### src/rtl/timer_device_pkg.sv
// Shared definitions for the memory-mapped countdown timer: register
// offsets, CTRL field positions, mode codes and FSM state encodings.
package timer_device_pkg;

   // Base of the Timer window, shared with the bridge address decode.
   localparam logic [31:0] TIMER_BASE = 32'h0000_7f00;

   // Word offsets, as seen on addr[3:2].
   localparam logic [1:0] TIMER_CTRL   = 2'b00;
   localparam logic [1:0] TIMER_PRESET = 2'b01;
   localparam logic [1:0] TIMER_COUNT  = 2'b10;

   // CTRL bit positions.
   localparam int CTRL_EN      = 0;
   localparam int CTRL_MODE_LO = 1;
   localparam int CTRL_MODE_HI = 2;
   localparam int CTRL_IM      = 3;

   // Mode codes; 2'b10 and 2'b11 are stored but behave as one-shot.
   localparam logic [1:0] ONESHOT = 2'b00;
   localparam logic [1:0] RELOAD  = 2'b01;

   // CTRL register image, laid out to match bits 3:0 of the register.
   typedef struct packed {
      logic       im;
      logic [1:0] mode;
      logic       en;
   } ctrl_t;

   typedef enum logic [1:0] {
      IDLE = 2'b00,
      LOAD = 2'b01,
      CNT  = 2'b10,
      INT  = 2'b11
   } state_t;

   // Unpack the writable CTRL fields from a bus word.
   function automatic ctrl_t ctrl_from_word(input logic [31:0] w);
      ctrl_t c;
      c.en   = w[CTRL_EN];
      c.mode = w[CTRL_MODE_HI:CTRL_MODE_LO];
      c.im   = w[CTRL_IM];
      return c;
   endfunction

endpackage

### src/rtl/timer_device.sv
// Programmable countdown timer in the bridge's Timer window. Three word
// registers (CTRL, PRESET, read-only COUNT), an IDLE/LOAD/CNT/INT state
// machine, and a maskable interrupt request toward CP0.
module timer_device
   import timer_device_pkg::*;
(
   input  logic        clk,
   input  logic        reset,
   input  logic [31:0] addr,
   input  logic        we,
   input  logic [31:0] wdata,
   output logic [31:0] rdata,
   output logic        irq
);

   ctrl_t       ctrl_q,     ctrl_d;
   logic [31:0] preset_q,   preset_d;
   logic [31:0] count_q,    count_d;
   state_t      state_q,    state_d;
   logic        irq_flag_q, irq_flag_d;

   logic [1:0]  reg_sel;
   logic        is_reload;

   // Only addr[3:2] selects a register; the bridge has already decoded the rest.
   logic unused_addr_bits;
   assign unused_addr_bits = ^{addr[31:4], addr[1:0]};

   assign reg_sel   = addr[3:2];
   assign is_reload = (ctrl_q.mode == RELOAD);

   // Next-state logic: FSM update first, then CPU writes so that a CTRL
   // write wins over any same-edge FSM change to En or the flag.
   always_comb begin
      // NOTE: every *_d gets its hold value first, so no path through this
      // block leaves a signal unassigned and no latch is inferred.
      ctrl_d     = ctrl_q;
      preset_d   = preset_q;
      count_d    = count_q;
      state_d    = state_q;
      irq_flag_d = irq_flag_q;

      unique case (state_q)
         IDLE: begin
            if (ctrl_q.en) state_d = LOAD;
         end
         LOAD: begin
            count_d = preset_q;
            state_d = CNT;
         end
         CNT: begin
            if (!ctrl_q.en) begin
               state_d = IDLE;
            end else if (count_q > 32'd1) begin
               count_d = count_q - 32'd1;
            end else begin
               // PRESET of 0 or 1 both land here; COUNT never goes below 0.
               count_d    = '0;
               irq_flag_d = 1'b1;
               state_d    = INT;
            end
         end
         INT: begin
            state_d = IDLE;
            if (is_reload) irq_flag_d = 1'b0;
            else           ctrl_d.en  = 1'b0;
         end
         default: state_d = IDLE;
      endcase

      if (we) begin
         unique case (reg_sel)
            TIMER_CTRL: begin
               ctrl_d     = ctrl_from_word(wdata);
               irq_flag_d = 1'b0;
            end
            TIMER_PRESET: preset_d = wdata;
            default: ;  // COUNT and offset 0xc are not writable
         endcase
      end
   end

   // Register update with synchronous, active-high reset.
   always_ff @(posedge clk) begin
      // NOTE: state flops use non-blocking assignments so every flop samples
      // the pre-edge values, independent of statement order.
      if (reset) begin
         ctrl_q     <= '0;
         preset_q   <= '0;
         count_q    <= '0;
         state_q    <= IDLE;
         irq_flag_q <= 1'b0;
      end else begin
         ctrl_q     <= ctrl_d;
         preset_q   <= preset_d;
         count_q    <= count_d;
         state_q    <= state_d;
         irq_flag_q <= irq_flag_d;
      end
   end

   // Combinational read mux; the bridge registers the result.
   always_comb begin
      rdata = '0;
      unique case (reg_sel)
         TIMER_CTRL:   rdata = {28'b0, ctrl_q};
         TIMER_PRESET: rdata = preset_q;
         TIMER_COUNT:  rdata = count_q;
         default:      rdata = '0;
      endcase
   end

   // The mask gates the request only; the flag itself is left untouched.
   assign irq = irq_flag_q & ctrl_q.im;

endmodule

### config.mk
export PLATFORM = sky130hd
export DESIGN_NAME = timer_device
export DESIGN_NICKNAME = d
export VERILOG_FILES = /design/src/rtl/timer_device_pkg.sv /design/src/rtl/timer_device.sv
export SDC_FILE = /design/constraint.sdc
export NUM_CORES = 1
export LEC_CHECK = 0
export ABC_AREA = 1
export CAP_MARGIN = 20
export CORE_AREA = 2 2 112 157
export CTS_BUF_LIST = sky130_fd_sc_hd__clkbuf_8
export DETAILED_ROUTE_END_ITERATION = 16
export DIE_AREA = 0 0 114 159
export DONT_BUFFER_PORTS = 1
export GPL_TIMING_DRIVEN = 0
export PLACE_DENSITY = 0.4
export SYNTH_ARGS = -nofsm -noshare
export SYNTH_HDL_FRONTEND = slang
export SYNTH_SLANG_ARGS = --single-unit
### constraint.sdc
create_clock -name clk -period 1.6 [get_ports clk]
set_input_delay 0.08 -clock clk [delete_from_list [all_inputs] [get_ports clk]]
set_output_delay 0.08 -clock clk [all_outputs]
set_load 0.1 [all_outputs]
Word-level counts from Yosys, hierarchy flattened
Index checks and enable logic that the tools add are counted.

Order comparisons: 1. Equal/unequal tests: 9. Reduce and logical (&&, ||, !) cells: 7. Add/subtract/negate cells: 1. Multiplexer cells: 18. Bitwise operators: 1.

Operator list (number): 32-bit one-hot mux with 3 select lines (1); 32-bit 2-to-1 mux (2); 32-bit one-hot mux with 2 select lines (1); 32-bit by 1-bit greater-than comparator with 1-bit output (second input constant) (1); 32-bit by 1-bit subtractor with 32-bit output (second input constant) (1); 1-bit 2-to-1 mux (9); 2-bit one-hot mux with 4 select lines (1); 2-bit AND reduction (4); 2-bit by 1-bit equality test with 1-bit output (second input constant) (3); 2-bit equality test (second input constant) (3); 2-bit 2-to-1 mux (3); 2-bit zero test (2); 2-bit != test (second input constant) (2); 3-bit != test (second input constant) (1); 1-bit one-hot mux with 2 select lines (1); 2-bit nonzero test (1); 1-bit AND (1).

Word-level logic and storage cells: 44. Output and inout bits: 33. Bits in registers: 71.

Depth between registers and ports, before layout
Gate-level depths: netlist (run 1).

Word-level depth: 6. Depth in mapped cells: 10. Mapped depth without buffers: 10.

Worst setup path after synthesis (run 1)
Ideal clock, no wire load.

Path kind: in2out. Start: input port addr[2]. End: output port rdata[19]. Slack: -1.247 ns. Arrival time: 2.767 ns. Buffers on the path: 1. Stages on the path: 5. Cell sequence: inv_1 nor2_1 inv_1 clkbuf_1 o21ai_0.

Word-level cells in the longest chain between the ends: 2.

RTL lines: start, declared (RTL line timer_device.sv:9) `input logic [31:0] addr,`; 2-bit equality test (tied with other cells) (RTL line timer_device.sv:105) `unique case (reg_sel)`; 32-bit one-hot mux with 3 select lines * (RTL line timer_device.sv:105); end, declared (RTL line timer_device.sv:12) `output logic [31:0] rdata,`.

Every way passes the cells marked *; elsewhere a longest branch is shown, timed or not.

Worst setup path in the final report (run 1)
Start: register count_q[9]. End: register count_q[5].

Word-level cells in the longest chain between the ends: 4.

RTL lines: start, declared (RTL line timer_device.sv:18) `logic [31:0] count_q, count_d;`; start signal, assigned (RTL line timer_device.sv:96) `count_q <= count_d;`; 32-bit by 1-bit greater-than comparator with 1-bit output (RTL line timer_device.sv:54) `end else if (count_q > 32'd1) begin`; 32-bit 2-to-1 mux (RTL line timer_device.sv:54); 32-bit 2-to-1 mux (RTL line timer_device.sv:52) `if (!ctrl_q.en) begin`; 32-bit one-hot mux with 2 select lines (RTL line timer_device.sv:43) `unique case (state_q)`.

Every way passes these cells. The select of a mux whose other input is x is not followed. A chain may end at the register's enable or synchronous reset.

==> results of run 1 <==
Yosys cell counts, drive strengths merged:
cell and instances:
o211ai 1, a21oi 101, nand2 84, o22ai 27, dfxtp 71, o211a 1, buf 5, xor2 13
xnor2 1, nand4 5, nor2 63, nor4 1, clkbuf 26, clkinv 1, inv 81, nor3b 1
nor3 2, ha 2, o221ai 4, nand3 33, o21ai 73
worst max-delay path, stage by stage (launching register included):
cell and delay (ps):
dfxtp_4 380, nor2_4 150, nand2_2 100, nor2_4 140, nand3_2 110, nor2_4 150
nor2_4 50, buf_12 140, clkbuf_16 160, nand3_2 70, a21oi_2 50
state kept, by name (all words and copies together) (netlist names):
register	cells
ctrl_q	4
preset_q	32
irq_flag_q	1
count_q	32
state_q	2
layout make-up:
| type | instances | area, um^2 | share of cell area |
|---|---|---|---|
| Sequential cell | 71 | 1460 | 0.241 |
| Clock inverter | 6 | 60.1 | 0.00992 |
| Buffer | 31 | 193 | 0.0318 |
| Clock buffer | 10 | 138 | 0.0227 |
| Tap cell | 203 | 254 | 0.0420 |
| Timing Repair Buffer | 63 | 661 | 0.109 |
| Inverter | 82 | 314 | 0.0519 |
| Multi-Input combinational cell | 412 | 2970 | 0.491 |
final timing paths:
check | to | slack (ps)
setup reg to reg | count_q[5] | -20
setup / recovery | count_q[5] | -20
hold / removal | ctrl_q[2] | 30
hold reg to reg | preset_q[2] | 490
cells by family (layout without fill, tap and decap cells):
family	after synthesis	in the layout	share of synthesized area
XOR/XNOR	14	14	0.0299
buffers and inverters	113	192	0.109
adder cells (fa/ha/maj)	2	2	0.00610
AO/OA/AOI/OAI	207	207	0.277
flip-flops	71	71	0.347
AND/OR/NAND/NOR	189	189	0.231
where the power goes:
part,internal (mW),switching [mW]
combinational,0.617,1.18
clock,0.755,0.772
sequential,1.85,0.0840
stage by stage:
step	TNS (ps)	power (mW)	util	hold WS [ps]	instance area, um^2
global placement	-40560	3.25	0.263	153	4390
floorplan	-16380	2.94	-	149	4140
detailed placement	-24700	3.31	0.279	153	4650
global route	-1560	5.50	0.363	90.9	6050
CTS	-10.6	5.17	0.347	22.8	5790
finish	-127	5.26	0.363	33.0	6050
metal layers:
metal	global-route usage	share of wire
met1	0.204	0.39
met2	0.342	0.55
met3	0.0251	0.036
met4	0.0793	0.024
met5	0	0
timing repair:
item / in CTS / in global routing
hold buffers: 36 / 0
cloned: 1 / 1
setup buffers: 18 / 5
resized for setup: 108 / 76
hold endpoints to repair: 38 / 0
pin swaps: 36 / 17
endpoints found under the setup margin: 66 / 42
==> summary.md, run 1 <==
| Metric | Value |
|---|---|
| Global-route wire length before repair | `~25000 um` |
| GRT Util Overall | `0.184` |
| Largest net degree at the start of global routing | `13` |
| Worst EP arrival | `1880 ps` |
| Slew of the pin with the lowest slew margin | `a little over 800 ps` |
| Fillers | `roughly 1800` |
| R2R depth | `10` |
| Share of layout cells above drive strength 1 | `0.339` |
| Most frequent cells in the layout | `a21oi_1, inv_1, o21ai_0, nand2_1, dfxtp_1` |
| Setup violators final | `15` |
| Die Wd | `114 um` |
| Place WS | `-600 ps` |
| Tmin final | `1620 ps` |
| Initial core utilization | `0.246` |
| Pwr/cell area | `869 nW/um^2` |
| Peak VDD IR | `roughly 0.29 mV` |
| Finished Layout Cells | `roughly 900` |
| Number of port buffers | `0` |
| Die Y | `159 um` |
| Core Rows | `between 50 and 60` |
| Root Buffer | `clkbuf_8` |
| Post-synth cell types | `30` |
| Cell taking the most area after synthesis | `dfxtp_1` |
| Worst Hold Class | `in2reg` |
| CTS buffer count | `9` |
| Sequential area share after synthesis | `0.347` |
| Final HPWL DP | `around 12000 um` |
| DRT antenna net count | `0` |
| Leading cell type in the layout, fill and taps excluded | `a21oi_1` |
| Vias per cell | `just under 5` |
| Number of global-route vias before repair | `roughly 4400` |
| Slew HR | `0.452` |
| Failing checks | `negative setup slack` |
| Max Freq | `617 MHz` |
| DRT Pass-1 Iters | `5` |
| CTS tree | `built` |
| Critical path peak fanout | `6` |
| Final wirelength | `about 17000 um` |
| WL/cell | `about 19 um` |
| Yosys reg bits | `slightly above 70` |
| Clock transition at the registers of the reported paths | `around 90 ps` |
| Initial antenna violation count | `0` |
| Syn Std Cell Area | `4100 um^2` |
| Hold Path Stages | `2` |
| RSZ-0062 raised after global routing | `true` |
| Critical path capture point type | `register` |
| Area growth, synth to finish | `47.7%` |
| Nets@finish | `739` |
| Worst-Skew Late Latency | `around 370 ps` |
| Post-synth top area share | `0.347` |
| Main area contributors after synthesis | `dfxtp_1, a21oi_1, o21ai_0, inv_1, nand2_1` |
| Clock Tree Buf Depth | `2` |
| Final Slew Violations | `0` |
| DRT iter0 DRCs | `between 100 and 150` |
| Via count | `roughly 4300` |
| Syn_area_per_cell | `6.88 um^2` |
| TritonCTS Sinks | `71` |
| DRC Markers | `0` |
| Max cap viols | `0` |
| CTS H-tree lvls | `3` |
| Core area | `roughly 17000 um^2` |
| Gpl congestion | `around 0.86` |
| Worst Setup SP | `count_q[9]` |
| Inst Count DP | `~800` |
| Setup crit start kind | `register` |
| Final Cycle Share | `1.01` |
| Post-Route Skew | `around 13 ps` |
| Die area | `18100 um^2` |
| Status | `finished with violations` |
| Worst R2R Start | `count_q[9]` |
| Mapped Nets | `between 600 and 700` |
| Data required, critical path | `1860 ps` |
| Yosys warns | `0` |
| Inserted Diodes | `0` |
| # IOs | `100` |
| Cell count after synthesis | `just under 600` |
| P_leak | `~2.2 nW` |
| Total grt overflow | `0` |
| Crit Path Class | `reg2reg` |
| Hold_sp | `we` |
| Final WS setup | `-19.6 ps` |
| Final Hold Fails | `0` |
No activity file was read; power rests on OpenSTA's default activity.
==> run 2, diff against run 1 <==
--- a/config.mk
+++ b/config.mk
@@ -14,6 +14,7 @@
 export DONT_BUFFER_PORTS = 1
 export GPL_TIMING_DRIVEN = 0
 export PLACE_DENSITY = 0.4
+export REMOVE_ABC_BUFFERS = 1
 export SYNTH_ARGS = -nofsm -noshare
 export SYNTH_HDL_FRONTEND = slang
 export SYNTH_SLANG_ARGS = --single-unit
==> run 2 against run 1 <==
The run still ends with negative setup slack left; combinational power decreased by 8%; final cell count decreased by 2.3%; via count decreased by 2.8%; global-route usage decreased by 2.3 points; first-iteration DRC count decreased by 20%; highest routed layer unchanged.
==> summary.md, run 2 (synthesized netlist as in run 1, its figures left out) <==
| Metric | Value |
|---|---|
| Status | `finished with violations` |
| Failing checks | `negative setup slack` |
| Initial antenna violation count | `0 (unchanged)` |
| Critical path capture point type | `register` |
| Setup violators final | `1 (-14)` |
| Share of layout cells above drive strength 1 | `0.337 (-0.00185)` |
| RSZ-0062 raised after global routing | `true` |
| Bufs and invs on worst path | `2 (unchanged)` |
| Final WS setup | `-0.368 ps (+19.2 ps)` |
| Root Buffer | `clkbuf_8` |
| Number of global-route vias before repair | `4209 (-5.0%)` |
| R2R setup slack | `-0.4 ps (+20 ps)` |
| Max Freq | `625 MHz (+1.2%)` |
| Clock Tree Buf Depth | `2 (unchanged)` |
| Critical path peak fanout | `16 (+10)` |
| Largest net degree at the start of global routing | `39 (+26)` |
| Pwr/cell area | `836 nW/um^2 (-3.8%)` |
| Worst EP arrival | `1860 ps (-20 ps)` |
| CP max stage cell | `dfxtp_2` |
| CTS tree | `built` |
| Switch share | `0.395 (+0.00739)` |
| Internal Power | `3.02 mW (-6.3%)` |
| P_leak | `2.15 nW (-2.4%)` |
| DRT iter0 DRCs | `114 (-20%)` |
| Core area | `16700 um^2 (unchanged)` |
| Core Rows | `56 (unchanged)` |
| CTS H-tree lvls | `3 (unchanged)` |
| Met2 usage | `0.283 (-0.0593)` |
| Initial core utilization | `0.246 (unchanged)` |
| Switching power | `1.97 mW (-3.4%)` |
| Final Slew Violations | `0 (unchanged)` |
| GR Util met1 | `0.193 (-0.0103)` |
| Grt met3 use | `0.0339 (+0.00876)` |
| Final wirelength | `14500 um (-14%)` |
| Biggest regs | `count_q x32, preset_q x32, ctrl_q x4` |
| Data required, critical path | `1860 ps (about the same)` |
| Slew of the pin with the lowest slew margin | `817 ps (-3.39 ps)` |
| Area growth, synth to finish | `45.5%` |
| Crit Path Class | `reg2reg` |
| Post-Route Skew | `14.1 ps (+0.738 ps)` |
| Global-route wire length before repair | `22900 um (-9.6%)` |
| Final HPWL DP | `9260 um (-23%)` |
| GRT Util Overall | `0.161 (-0.0227)` |
| Leading cell type in the layout, fill and taps excluded | `a21oi_1` |
| Worst Hold Class | `in2reg` |
| Worst path cell trace | `inv_4 > ha_4 > nand2_8 > nor2_8 > nor2_4 > nor2_4 > nor2_4 > buf_12 > o21ai_1 > a21oi_1` |
| Finished Layout Cells | `858 (-2.3%)` |
| Die area | `18100 um^2 (unchanged)` |
| Slew HR | `0.454 (+0.00226)` |
| Slowest stage delay, CP | `350 ps (-30 ps)` |
| Vias per cell | `4.92 (-0.50%)` |
| Die Y | `159 um (unchanged)` |
| Worst-Skew Late Latency | `370 ps (about the same)` |
| Gpl congestion | `0.777 (-9.4%)` |
| Max cap viols | `0 (unchanged)` |
| # IOs | `100 (unchanged)` |
| Gr busiest metal | `met2` |
| Clock transition at the registers of the reported paths | `90 ps (about the same)` |
| DRC Markers | `0 (unchanged)` |
| TritonCTS Sinks | `71 (unchanged)` |
| WL/cell | `16.9 um (-12%)` |
| Hold Slack | `51.9 ps (+18.9 ps)` |
| Nets@finish | `719 (-2.7%)` |
| Critical Path Most Common Cell | `nor2_4` |
| Post-layout util | `0.358 (-0.00525)` |
| DRT antenna net count | `0 (unchanged)` |
| Inserted Diodes | `0 (unchanged)` |
| CP delay by family, top | `simple AND/OR/NAND/NOR gates` |
| Total grt overflow | `0 (unchanged)` |
| Final Hold Fails | `0 (unchanged)` |
| Die Wd | `114 um (unchanged)` |
| Gate power share | `0.333 (-0.009)` |
| DRT Pass-1 Iters | `6 (+1)` |
| Number of port buffers | `0 (unchanged)` |
| CTS buffer count | `9 (unchanged)` |
| Tmin final | `1600 ps (-19.2 ps)` |
| Peak VDD IR | `0.418 mV (+44%)` |
| Sequential power share | `0.387 (+0.019)` |
| Most frequent cells in the layout | `a21oi_1, inv_1, nand2_1, o21ai_0, dfxtp_1` |
| Setup crit start kind | `register` |
| Clock share of power | `0.281 (-0.009)` |
| Place WS | `-1380 ps (-782 ps)` |
| Final Cycle Share | `1.00 (-0.0120)` |
| Final Power | `4.99 mW (-5.2%)` |
| Via count | `4222 (-2.8%)` |
| Inst Count DP | `774 (-3.6%)` |
run 2: cell count changes in the layout (fill, tap and decap cells not counted), sizes merged:
cell,previous run,this run
clkbuf,35,12
nor2,63,64
clkinv,4,3
clkinvlp,2,5
bufinv,1,0
inv,81,82
run 2: metal layers:
metal | up-vias | share of wire | wire, um
met1 | 2023 | 0.42 | 6120
li1 | 2114 | - | -
met4 | 0 | 0.013 | 190
met5 | - | 0 | 0
met2 | 70 | 0.53 | 7680
met3 | 15 | 0.035 | 510
run 2: what timing repair did:
action / CTS / global route
setup endpoints to repair: 64 / 63
setup buffers: 20 / 9
endpoints found under the hold margin: 38 / 0
gates resized for setup: 78 / 88
cloned: 3 / 1
pin swaps: 36 / 32
hold buffers: 36 / 0
run 2: layout make-up:
cell class / count / area, um^2
flip-flops and latches: 71 / 1480
fillers: 1748 / 10700
clock buffers: 10 / 138
repair buffers: 71 / 756
multi-input cells: 413 / 2950
clock inverters: 6 / 45.0
inverters: 82 / 332
well taps: 203 / 254
repair inverters: 2 / 12.5
run 2: worst paths after layout:
path | startpoint | to | cells past startpoint
min reg2reg | preset_q[2] | preset_q[2] | 2
max | count_q[0] | count_q[4] | 10
max reg2reg | count_q[0] | count_q[4] | 10
min | we | ctrl_q[2] | 2
run 2: power by group through the flow:
stage | logic (mW) | clock network [mW] | registers, mW
2_1_floorplan | 0.974 | 0 | 1.94
3_3_place_gp | 1.19 | 0 | 1.96
3_5_place_dp | 1.27 | 0 | 1.96
4_1_cts | 1.54 | 1.44 | 1.93
5_1_grt | 1.81 | 1.53 | 1.94
6_report | 1.66 | 1.40 | 1.93
run 2: through the flow:
stage                     TNS [ps]  area (um^2)
after floorplan             -38860         3960
after global placement     -121830         4210
after detailed placement    -53140         4540
after CTS                    -41.2         5630
after global routing         -1090         5970
final                       -0.368         5970
==> run 3, diff against run 2 <==
--- a/config.mk
+++ b/config.mk
@@ -13,7 +13,7 @@
 export DIE_AREA = 0 0 114 159
 export DONT_BUFFER_PORTS = 1
 export GPL_TIMING_DRIVEN = 0
-export PLACE_DENSITY = 0.4
+export PLACE_DENSITY = 0.39
 export REMOVE_ABC_BUFFERS = 1
 export SYNTH_ARGS = -nofsm -noshare
 export SYNTH_HDL_FRONTEND = slang
==> constraint.sdc (replaced) <==
create_clock -name clk -period 1.5 [get_ports clk]
set_input_delay 0.075 -clock clk [delete_from_list [all_inputs] [get_ports clk]]
set_output_delay 0.075 -clock clk [all_outputs]
set_load 0.1 [all_outputs]
==> run 3 against run 2 <==
Final area is 6.4% higher; critical path depth stayed put; sequential cell count stayed put; non-clock buffer count is 18 higher; largest cell class unchanged; clock-buffer cell count is 1 higher; the flow still finishes with violations (negative setup slack); worst hold slack better by 7.3 ps; sequential power is 6% higher.
==> summary.md, run 3 (synthesized netlist as in run 1, its figures left out) <==
| Metric | Value |
|---|---|
| Status | `finished with violations` |
| Failing checks | `negative setup slack` |
| Post-Route Skew | `13.6 ps (-0.513 ps)` |
| Worst Hold Class | `in2reg` |
| Data required, critical path | `1750 ps (-110 ps)` |
| DRT iter0 DRCs | `235 (+110%)` |
| DP Area | `4540 um^2 (unchanged)` |
| Worst path cell trace | `inv_4 > ha_4 > nand2_8 > nor2_8 > nor2_4 > nor2_4 > nor2_4 > buf_12 > nand3_1 > a21oi_1` |
| Clock Tree Buf Depth | `2 (unchanged)` |
| Final Hold Fails | `0 (unchanged)` |
| Slowest stage delay, CP | `370 ps (+20 ps)` |
| Inst Count DP | `774 (unchanged)` |
| GRT Util Overall | `0.174 (+0.0129)` |
| CTS buffer count | `9 (unchanged)` |
| Bufs and invs on worst path | `2 (unchanged)` |
| Peak VDD IR | `0.477 mV (+14%)` |
| Die area | `18100 um^2 (unchanged)` |
| Clock transition at the registers of the reported paths | `80 ps (about the same)` |
| Final wirelength | `15500 um (+7.0%)` |
| # IOs | `100 (unchanged)` |
| DRT Pass-1 Iters | `4 (-2)` |
| Final Power | `5.75 mW (+15%)` |
| Final WS setup | `-77.4 ps (-77.1 ps)` |
| P_leak | `2.31 nW (+7.6%)` |
| Worst EP arrival | `1830 ps (-30 ps)` |
| Core Rows | `56 (unchanged)` |
| Die Y | `159 um (unchanged)` |
| Inserted Diodes | `0 (unchanged)` |
| Critical Path Most Common Cell | `nor2_4` |
| Final Slew Violations | `0 (unchanged)` |
| Critical path peak fanout | `16 (unchanged)` |
| TritonCTS Sinks | `71 (unchanged)` |
| Critical path capture point type | `register` |
| Total grt overflow | `0 (unchanged)` |
| Pwr/cell area | `906 nW/um^2 (+8.4%)` |
| Biggest regs | `count_q x32, preset_q x32, ctrl_q x4` |
| Setup TNS | `-1170 ps (-1160 ps)` |
| CP delay by family, top | `simple AND/OR/NAND/NOR gates` |
| Finished Layout Cells | `877 (+2.2%)` |
| Slew HR | `0.482 (+0.0274)` |
| Global-route wire length before repair | `24600 um (+7.5%)` |
| Hold_sp | `we` |
| Leading cell type in the layout, fill and taps excluded | `a21oi_1` |
| DRT antenna net count | `0 (unchanged)` |
| Post-layout util | `0.380 (+0.0227)` |
| CP max stage cell | `dfxtp_4` |
| Worst Setup SP | `count_q[0]` |
| Initial antenna violation count | `0 (unchanged)` |
| Final HPWL DP | `9420 um (+1.7%)` |
| Gpl congestion | `0.730 (-6.1%)` |
| CTS tree | `built` |
| Setup crit start kind | `register` |
| Design Area, Final | `6340 um^2 (+6.4%)` |
| Area growth, synth to finish | `54.8%` |
| Root Buffer | `clkbuf_8` |
| Max cap viols | `0 (unchanged)` |
| Setup violators final | `38 (+37)` |
| Die Wd | `114 um (unchanged)` |
| Nets@finish | `738 (+2.6%)` |
| Worst-Skew Late Latency | `380 ps (about the same)` |
| Initial core utilization | `0.246 (unchanged)` |
| Number of port buffers | `0 (unchanged)` |
| Most frequent cells in the layout | `a21oi_1, nand2_1, o21ai_0, inv_1, buf_4` |
| Number of global-route vias before repair | `4530 (+7.6%)` |
| RSZ-0062 raised after global routing | `true` |
| Slew of the pin with the lowest slew margin | `798 ps (-19.6 ps)` |
| Via count | `4306 (+2.0%)` |
| CTS H-tree lvls | `3 (unchanged)` |
| Crit Path Class | `reg2reg` |
| R2R setup slack | `-80 ps (-80 ps)` |
| Core area | `16700 um^2 (unchanged)` |
| Vias per cell | `4.91 (-0.22%)` |
| Worst R2R Start | `count_q[0]` |
| Max Freq | `634 MHz (+1.5%)` |
| Largest net degree at the start of global routing | `36 (-7.7%)` |
| Share of layout cells above drive strength 1 | `0.414 (+0.0765)` |
| WL/cell | `17.7 um (+4.6%)` |
| Final Cycle Share | `1.05 (+0.0514)` |
| Tmin final | `1580 ps (-22.9 ps)` |
| Fillers | `1747 (-0.057%)` |
| DRC Markers | `0 (unchanged)` |
## run 3: where the power goes
part | switching, mW | leakage (nW) | total [mW] | internal [mW]
clock | 0.775 | 0.122 | 1.79 | 1.01
combinational | 1.22 | 1.59 | 1.91 | 0.685
sequential | 0.103 | 0.604 | 2.05 | 1.95
## run 3: metal layers
metal  global-route usage  wire length, um
met5                    0                0
met4               0.0621              252
met3               0.0312              614
met2                0.314             8240
met1                0.203             6400
## run 3: worst paths after layout
check	depth (start not counted)	end
setup / recovery	10	count_q[28]
hold / removal	2	ctrl_q[2]
setup reg to reg	10	count_q[28]
hold reg to reg	2	preset_q[1]
## run 3: area by class of cell
| class | instances | area (um^2) | area share |
|---|---|---|---|
| repair buffers | 89 | 890 | 0.140 |
| clock inverters | 5 | 72.6 | 0.0114 |
| inverters | 82 | 384 | 0.0605 |
| repair inverters | 2 | 12.5 | 0.00197 |
| flip-flops and latches | 71 | 1530 | 0.241 |
| multi-input cells | 414 | 3050 | 0.481 |
| well taps | 203 | 254 | 0.0400 |
| clock buffers | 11 | 151 | 0.0239 |
## run 3: repair_timing
item | in CTS | in global routing
resized for setup | 145 | 117
gates cloned | 4 | 0
pin swaps | 47 | 32
hold buffers | 35 | 0
setup endpoints to repair | 67 | 65
hold endpoints to repair | 38 | 0
setup buffers | 31 | 18
## run 3: metrics by stage
stage          hold WS [ps]  setup WS (ps)
2_1_floorplan           144          -1470
3_3_place_gp            147          -2050
3_5_place_dp            147          -1480
4_1_cts                39.1          -97.3
5_1_grt                 111           -155
6_report               59.2          -77.4
